`src/rtl/reboot_pkg.sv`:
```
// Shared definitions for the reboot request controller.
// Contents: register address map, unlock key values, command codes,
// the controller state enum and the highest legal core id.
package reboot_pkg;

    // Register select values on wr_addr (3 is reserved; writes to it are ignored)
    localparam logic [1:0] AddrKey    = 2'd0;
    localparam logic [1:0] AddrCoreId = 2'd1;
    localparam logic [1:0] AddrCmd    = 2'd2;

    // Two-step unlock sequence written to the KEY register
    localparam logic [7:0] KeyFirst  = 8'h55;
    localparam logic [7:0] KeySecond = 8'hAA;

    // CMD register codes
    localparam logic [7:0] CmdCore    = 8'h01;
    localparam logic [7:0] CmdDefault = 8'h02;

    // Ids 1..20 map to flash pages 0x0B0..0xF3C; id 0 wraps the address math
    localparam int unsigned MaxCoreId = 20;

    typedef enum logic [2:0] {
        StLocked,
        StKey1,
        StArmed,
        StDelay,
        StFire,
        StHalt
    } state_e;

endpackage

```
`src/rtl/reboot_request_ctrl_if.sv`:
```
// CPU-side register write bus of the reboot request controller.
//   wr_stb  : one-cycle write strobe
//   wr_addr : register select (0=KEY, 1=CORE_ID, 2=CMD, 3=reserved)
//   wr_data : write data
// master drives the bus (CPU / testbench), slave samples it (controller).
interface reboot_request_ctrl_if;

    logic       wr_stb;
    logic [1:0] wr_addr;
    logic [7:0] wr_data;

    modport master (
        output wr_stb,
        output wr_addr,
        output wr_data
    );

    modport slave (
        input wr_stb,
        input wr_addr,
        input wr_data
    );

endinterface

```
`src/rtl/reboot_down_counter.sv`:
```
// Loadable down counter with a zero flag; saturates at zero.
//   clk      : clock
//   reset_n  : synchronous active-low reset (count -> 0)
//   load     : load load_val (has priority over dec)
//   load_val : value to load
//   dec      : decrement by one when nonzero
//   zero     : high while the count is 0
module reboot_down_counter #(
    parameter int unsigned Width = 16
) (
    input  logic             clk,
    input  logic             reset_n,
    input  logic             load,
    input  logic [Width-1:0] load_val,
    input  logic             dec,
    output logic             zero
);

    logic [Width-1:0] count_q;

    always_ff @(posedge clk) begin
        if (!reset_n) begin
            count_q <= '0;
        end else if (load) begin
            count_q <= load_val;
        end else if (dec && (count_q != '0)) begin
            count_q <= count_q - 1'b1;
        end
    end

    assign zero = (count_q == '0);

endmodule

```
`src/rtl/reboot_request_ctrl.sv`:
```
// Reboot request controller: turns CPU register writes into a key-protected,
// range-checked reboot request for the multiboot ICAP block. A quiesce
// warning is raised for DELAY_CYCLES before the selected reboot line is held
// for HOLD_CYCLES; the block then halts until reset.
//   clk_icap         : system clock (shared with multiboot)
//   reset_n_i        : synchronous active-low reset
//   wr               : register write bus (slave side)
//   reboot_o         : default-core reboot line
//   reboot_core_x_o  : core reboot line
//   reboot_core_id_o : latched 5-bit core id
//   quiesce_o        : high during DELAY and FIRE
//   busy_o           : high in any state other than LOCKED
//   err_o            : sticky error, cleared by a successful unlock
module reboot_request_ctrl
    import reboot_pkg::*;
#(
    parameter int unsigned DELAY_CYCLES = 1024,
    parameter int unsigned HOLD_CYCLES  = 16,
    parameter int unsigned KEY_TIMEOUT  = 65535,
    parameter int unsigned MAX_CORE_ID  = MaxCoreId
) (
    input  logic                  clk_icap,
    input  logic                  reset_n_i,
    reboot_request_ctrl_if.slave  wr,
    output logic                  reboot_o,
    output logic                  reboot_core_x_o,
    output logic [4:0]            reboot_core_id_o,
    output logic                  quiesce_o,
    output logic                  busy_o,
    output logic                  err_o
);

    state_e     state_q;
    logic [4:0] id_q;
    logic       core_req_q;
    logic       reboot_q, core_x_q, quiesce_q, busy_q, err_q;

    logic        any_wr, key_wr, id_wr, cmd_wr;
    logic        id_ok, cmd_core, cmd_ok;
    logic        tmo_load, tmo_zero;
    logic        start, dh_load, dh_dec, dh_zero;
    logic [15:0] dh_val;

    always_comb begin
        any_wr   = wr.wr_stb && (wr.wr_addr != 2'd3);
        key_wr   = wr.wr_stb && (wr.wr_addr == AddrKey);
        id_wr    = wr.wr_stb && (wr.wr_addr == AddrCoreId);
        cmd_wr   = wr.wr_stb && (wr.wr_addr == AddrCmd);
        id_ok    = (wr.wr_data[7:5] == 3'd0) && (wr.wr_data[4:0] != 5'd0) &&
                   (wr.wr_data[4:0] <= 5'(MAX_CORE_ID));
        cmd_core = (wr.wr_data == CmdCore) && (id_q != 5'd0);
        cmd_ok   = cmd_core || (wr.wr_data == CmdDefault);
        tmo_load = (state_q == StKey1) && key_wr && (wr.wr_data == KeySecond);
        // Timeout expiry wins over a write on the same edge
        start    = (state_q == StArmed) && !tmo_zero && cmd_wr && cmd_ok;
        // Counter reloads: D-1 on accept so FIRE starts D edges later, H-1 on FIRE entry
        dh_load  = start || ((state_q == StDelay) && dh_zero);
        dh_val   = start ? 16'(DELAY_CYCLES - 1) : 16'(HOLD_CYCLES - 1);
        dh_dec   = (state_q == StDelay) || (state_q == StFire);
    end

    reboot_down_counter #(.Width(16)) u_timeout (
        .clk      (clk_icap),
        .reset_n  (reset_n_i),
        .load     (tmo_load),
        .load_val (16'(KEY_TIMEOUT)),
        .dec      (state_q == StArmed),
        .zero     (tmo_zero)
    );

    reboot_down_counter #(.Width(16)) u_delay_hold (
        .clk      (clk_icap),
        .reset_n  (reset_n_i),
        .load     (dh_load),
        .load_val (dh_val),
        .dec      (dh_dec),
        .zero     (dh_zero)
    );

    always_ff @(posedge clk_icap) begin
        if (!reset_n_i) begin
            state_q    <= StLocked;
            id_q       <= 5'd0;
            core_req_q <= 1'b0;
            reboot_q   <= 1'b0;
            core_x_q   <= 1'b0;
            quiesce_q  <= 1'b0;
            busy_q     <= 1'b0;
            err_q      <= 1'b0;
        end else begin
            unique case (state_q)
                StLocked: begin
                    if (key_wr && (wr.wr_data == KeyFirst)) begin
                        state_q <= StKey1;
                        busy_q  <= 1'b1;
                    end
                end
                StKey1: begin
                    if (tmo_load) begin
                        state_q <= StArmed;
                        err_q   <= 1'b0;
                    end else if (any_wr) begin
                        state_q <= StLocked;
                        busy_q  <= 1'b0;
                    end
                end
                StArmed: begin
                    if (tmo_zero) begin
                        state_q <= StLocked;
                        busy_q  <= 1'b0;
                        err_q   <= 1'b1;
                    end else if (id_wr) begin
                        if (id_ok) begin
                            id_q <= wr.wr_data[4:0];
                        end else begin
                            state_q <= StLocked;
                            busy_q  <= 1'b0;
                            err_q   <= 1'b1;
                        end
                    end else if (cmd_wr) begin
                        if (cmd_ok) begin
                            state_q    <= StDelay;
                            quiesce_q  <= 1'b1;
                            core_req_q <= cmd_core;
                        end else begin
                            state_q <= StLocked;
                            busy_q  <= 1'b0;
                            err_q   <= 1'b1;
                        end
                    end else if (key_wr) begin
                        state_q <= StLocked;
                        busy_q  <= 1'b0;
                    end
                end
                StDelay: begin
                    if (dh_zero) begin
                        state_q  <= StFire;
                        core_x_q <= core_req_q;
                        reboot_q <= !core_req_q;
                    end
                end
                StFire: begin
                    if (dh_zero) begin
                        state_q   <= StHalt;
                        core_x_q  <= 1'b0;
                        reboot_q  <= 1'b0;
                        quiesce_q <= 1'b0;
                    end
                end
                StHalt: begin
                    // Parked until reset so a slow reconfiguration never sees a second edge
                    state_q <= StHalt;
                end
                default: begin
                    state_q <= StLocked;
                    busy_q  <= 1'b0;
                end
            endcase
        end
    end

    assign reboot_o         = reboot_q;
    assign reboot_core_x_o  = core_x_q;
    assign reboot_core_id_o = id_q;
    assign quiesce_o        = quiesce_q;
    assign busy_o           = busy_q;
    assign err_o            = err_q;

endmodule
```
`src/flat_wrapper.sv`:
```
// flat-port wrapper written by rule: the top's interface ports become plain ports
module reboot_request_ctrl_flat import reboot_pkg::*;
#(
    parameter int unsigned DELAY_CYCLES = 1024,
    parameter int unsigned HOLD_CYCLES  = 16,
    parameter int unsigned KEY_TIMEOUT  = 65535,
    parameter int unsigned MAX_CORE_ID  = MaxCoreId
)
  (clk_icap, reset_n_i, reboot_o, reboot_core_x_o, reboot_core_id_o, quiesce_o, busy_o, err_o, wr_wr_stb, wr_wr_addr, wr_wr_data);
  reboot_request_ctrl_if wr_i ();
  input  logic clk_icap;
  input  logic reset_n_i;
  output logic reboot_o;
  output logic reboot_core_x_o;
  output logic [4:0] reboot_core_id_o;
  output logic quiesce_o;
  output logic busy_o;
  output logic err_o;
  input wire logic [$bits(wr_i.wr_stb)-1:0] wr_wr_stb;
  input wire logic [$bits(wr_i.wr_addr)-1:0] wr_wr_addr;
  input wire logic [$bits(wr_i.wr_data)-1:0] wr_wr_data;
  assign wr_i.wr_stb = wr_wr_stb;
  assign wr_i.wr_addr = wr_wr_addr;
  assign wr_i.wr_data = wr_wr_data;
  reboot_request_ctrl #(.DELAY_CYCLES(DELAY_CYCLES), .HOLD_CYCLES(HOLD_CYCLES), .KEY_TIMEOUT(KEY_TIMEOUT), .MAX_CORE_ID(MAX_CORE_ID)) u_core (.clk_icap(clk_icap), .reset_n_i(reset_n_i), .wr(wr_i), .reboot_o(reboot_o), .reboot_core_x_o(reboot_core_x_o), .reboot_core_id_o(reboot_core_id_o), .quiesce_o(quiesce_o), .busy_o(busy_o), .err_o(err_o));
endmodule
```
`config.mk`:
```
export PLATFORM = sky130hd
export DESIGN_NAME = reboot_request_ctrl_flat
export DESIGN_NICKNAME = d
export VERILOG_FILES = /design/src/rtl/reboot_pkg.sv /design/src/rtl/reboot_request_ctrl_if.sv /design/src/rtl/reboot_down_counter.sv /design/src/rtl/reboot_request_ctrl.sv /design/src/flat_wrapper.sv
export SDC_FILE = /design/constraint.sdc
export NUM_CORES = 1
export LEC_CHECK = 0
export ABC_AREA = 1
export BUFFER_PORTS_ARGS = -buffer_cell sky130_fd_sc_hd__buf_2
export CELL_PAD_IN_SITES_DETAIL_PLACEMENT = 0
export CELL_PAD_IN_SITES_GLOBAL_PLACEMENT = 1
export CORE_ASPECT_RATIO = 0.8
export CORE_MARGIN = 5
export CORE_UTILIZATION = 38
export CTS_CLUSTER_DIAMETER = 40
export DETAILED_ROUTE_END_ITERATION = 10
export PLACE_DENSITY_LB_ADDON = 0.1
export REMOVE_ABC_BUFFERS = 1
export SYNTH_ARGS = -nofsm -noshare
export SYNTH_HDL_FRONTEND = slang
export SYNTH_SLANG_ARGS = --single-unit
```
`constraint.sdc`:
```
create_clock -name clk_icap -period 1.5 [get_ports clk_icap]
set_clock_uncertainty 0.15 [all_clocks]
set_input_delay 0.225 -clock clk_icap [delete_from_list [all_inputs] [get_ports clk_icap]]
set_output_delay 0.225 -clock clk_icap [all_outputs]
set_load 0.02 [all_outputs]
```
==> impl_metrics.json <==
{
  "fin_crit_ns": 1.71,
  "synth_cell_types": 38,
  "dp.final_hpwl_mm": 6.81,
  "worstPathCellList": "nor2_2 > nand2_4 > nor2_4 > nand2_2 > buf_4 > buf_6 > a21o_1 > a22oi_1 > nor2_1",
  "cap_violations": 0,
  "dp_cells": 720,
  "status": "finished, violations left",
  "switchingPower_mw": 4.21,
  "tightestPinTransition_ns": 0.374,
  "cpPeakStageDelay_ns": 0.34,
  "p_clk_share_pct": 8.6,
  "ys_seq_elements": 46,
  "die_x_microns": 109,
  "crit_required_ns": 1.56,
  "die_area_sq_um": 9770,
  "path_class": "reg2reg",
  "combPwrFrac_pct": 72.6,
  "hold_viol": 0,
  "dieHeight_microns": 89.4,
  "vdd.ir_drop.worst_uv": 1420,
  "antenna_cells": 0,
  "cts-root-buf": "clkbuf_8",
  "yosysWarningCount": 0,
  "grt_pass1_wl_mm": 15.8,
  "drcViolationCount": 0,
  "finalNetCount": 660,
  "htreeDepth": 2,
  "io_pins": 23,
  "r2r_end": "u_core.reboot_core_x_o$_SDFFE_PN0P_",
  "antenna_found_initial": 0,
  "clock_latency_ns": 0.31,
  "netlist_area_sq_um": 3000,
  "final_layout_size_suffix_gt1_share_pct": 51.2,
  "clk_pin_slew_ns": 0.10,
  "slew_headroom_pct": 75.0,
  "final_antenna_net_count": 0,
  "power-per-cell-area_nw_per_um2": 1840,
  "ctsHoldBuffers": 0,
  "path_delay_family": "simple AND/OR/NAND/NOR gates",
  "hold_path_depth": 3,
  "start_util_pct": 38.4,
  "dr.first_iter.drc_count": 108,
  "period_share_pct": 114,
  "swShare_pct": 45.5,
  "startpoint_type": "register",
  "crit_arrival_ns": 1.77,
  "path_buf_inv": 2,
  "r2r_start": "u_core.u_delay_hold.count_q[2]$_SDFFE_PN0P_",
  "grt_max_degree": 30,
  "crit_slowest_cell": "dfxtp_1",
  "wl_per_cell_microns": 13.1,
  "crit_path_end_kind": "register",
  "regToRegSetupSlack_ns": -0.21,
  "violations": "setup timing",
  "seq_area_frac_synth_pct": 30.7,
  "overflow": 0,
  "hold_slack_ns": 0.0278,
  "setup_slack_ns": -0.208,
  "reg2reg_depth": 9,
  "p_int_mw": 5.06,
  "io_buffers": 22,
  "n_fill_cell": 706,
  "totalNegativeSetupSlack_ns": -7.03,
  "hp-class": "in2reg",
  "num_vias": 3610,
  "max_freq_ghz": 0.586,
  "gp_routability_congestion": 0.911,
  "p_leak_nw": 2.51,
  "via_per_inst": 4.80,
  "fin_cells": 752,
  "cts_sinks": 46,
  "hold_path_end": "u_core.reboot_core_id_o[4]$_SDFFE_PN0P_",
  "cts_buffers": 5,
  "first_pass_iters": 4,
  "rows": 29,
  "cts_buffer_depth": 2,
  "cp_max_fo": 3,
  "grt_use_total_pct": 20.2,
  "wl_mm": 9.82,
  "cts_tree": "done",
  "grt_pass1_vias": 3311,
  "rsz0062_at_grt": "yes",
  "seqPwrFrac_pct": 18.7,
  "core_sq_um": 7800,
  "synth_area_per_cell_sq_um": 6.31,
  "syn2layout_area_growth_pct": 68.5,
  "maxSlewViolCount": 0,
  "synth_cells": 475,
  "finalSetupViolations": 46,
  "min_from": "reset_n_i"
}
==> synth_stat cells (all sizes together) <==
cell type  instances  area share (%)
a21o               2            0.50
a21oi             29             5.1
a22oi              1            0.25
a31oi              4            0.84
and3               1            0.21
buf                5             1.6
clkbuf             4            0.50
clkinv             2            0.46
dfxtp             46              31
ha                 4             1.7
inv               66             8.3
nand2            105              14
nand3             39             6.9
nand3b             2            0.50
nand4             12             3.0
nor2              91              12
nor3               8             1.5
o211ai             1            0.25
o21ai             34             5.8
o21bai             1            0.25
or2                4            0.84
xnor2              4             1.2
xor2              10             2.9
==> worst max-delay path by stage <==
stage	slack (ns)	end	cells past startpoint	from
after floorplan	-0.39	u_core.state_q[1]$_SDFFE_PN0P_	12	u_core.u_timeout.count_q[0]$_SDFFE_PN0P_
after global placement	-0.39	u_core.u_delay_hold.count_q[14]$_SDFFE_PN0P_	8	u_core.u_delay_hold.count_q[2]$_SDFFE_PN0P_
after detailed placement	-0.40	u_core.u_timeout.count_q[7]$_SDFFE_PN0P_	10	u_core.u_timeout.count_q[0]$_SDFFE_PN0P_
after CTS	-0.23	u_core.u_timeout.count_q[0]$_SDFFE_PN0P_	11	u_core.u_timeout.count_q[0]$_SDFFE_PN0P_
after global routing	-0.33	u_core.state_q[1]$_SDFFE_PN0P_	11	u_core.u_delay_hold.count_q[12]$_SDFFE_PN0P_
final	-0.21	u_core.reboot_core_x_o$_SDFFE_PN0P_	9	u_core.u_delay_hold.count_q[2]$_SDFFE_PN0P_
==> worst register-to-register path: stages (launching register included) <==
cell	delay (ns)
dfxtp_1	0.34
nor2_2	0.23
nand2_4	0.08
nor2_4	0.13
nand2_2	0.09
buf_4	0.15
buf_6	0.11
a21o_1	0.16
a22oi_1	0.14
nor2_1	0.07
==> flip-flops by register name, summed over array words and instances (netlist names) <==
signal	cells
u_core.quiesce_o	1
u_core.u_timeout.count_q	16
u_core.core_req_q	1
u_core.reboot_o	1
u_core.err_o	1
u_core.state_q	3
u_core.reboot_core_id_o	5
u_core.reboot_core_x_o	1
u_core.busy_o	1
u_core.u_delay_hold.count_q	16
==> metrics by stage <==
step / utilization (%) / area, sq um / setup WS (ns) / total power, mW
floorplan: - / 2930 / -0.388 / 4.50
global placement: 53.0 / 4130 / -0.386 / 6.66
detailed placement: 53.0 / 4130 / -0.395 / 7.00
CTS: 59.7 / 4660 / -0.235 / 8.30
global route: 64.7 / 5050 / -0.329 / 10.0
finish: 64.7 / 5050 / -0.208 / 9.27
==> cells in the final DEF (no fill, tap or decap), types with 11 or more instances in the layout <==
cell type | netlist | routed
dfxtp_1 | 46 | 31
inv_1 | 62 | 55
a21oi_2 | 2 | 11
nand3_1 | 37 | 32
nor2_2 | 10 | 30
nand2_4 | 3 | 17
nand2_1 | 98 | 70
dfxtp_2 | 0 | 11
a21oi_1 | 27 | 18
buf_6 | 3 | 11
nor2_4 | 1 | 19
nor2_1 | 80 | 42
o21ai_2 | 1 | 12
buf_2 | 0 | 23
nand2_2 | 4 | 17
o21ai_1 | 9 | 14
buf_4 | 2 | 130
nand4_1 | 11 | 11
==> power by group through the flow <==
stage	logic (mW)	clock network, mW	registers [mW]
6_report	6.74	0.802	1.73
5_1_grt	7.37	0.867	1.76
4_1_cts	5.79	0.822	1.69
3_5_place_dp	5.31	0	1.69
3_3_place_gp	5.00	0	1.66
2_1_floorplan	2.80	0	1.70
==> final cells by class <==
type	instances	area, sq um	share of cell area [%]
clock buffers	5	68.8	1.36
clock inverters	3	21.3	0.422
inverters	68	288	5.70
multi-input cells	354	2300	45.5
flip-flops and latches	46	950	18.8
well taps	108	135	2.68
repair buffers	167	1270	25.2
repair inverters	1	16.3	0.322
==> metal layers <==
| layer | track usage, % | part of all wire (%) |
|---|---|---|
| met1 | 29.9 | 50 |
| met2 | 32.1 | 47 |
| met3 | 2.82 | 3.0 |
| met4 | 2.72 | 0.48 |
| met5 | 0 | 0 |
==> kinds of logic (layout without fill, tap and decap cells) <==
| group | after synthesis | in the layout | synth area share, % |
|---|---|---|---|
| xor+xnor | 14 | 14 | 4.09 |
| flops | 46 | 46 | 30.7 |
| fa+ha+maj | 4 | 4 | 1.67 |
| simple gates | 262 | 264 | 39.6 |
| buf+inv | 77 | 244 | 10.9 |
| compound gates | 72 | 72 | 13.0 |
==> repair_timing <==
item                                    in CTS  in global routing
buffers inserted                             9                 11
pin swaps                                   24                 40
gates cloned                                 3                  1
endpoints found under the setup margin      46                 46
resized for setup                          110                 94
endpoints found under the hold margin        0                  0
No activity file was read; power rests on OpenSTA's default activity.
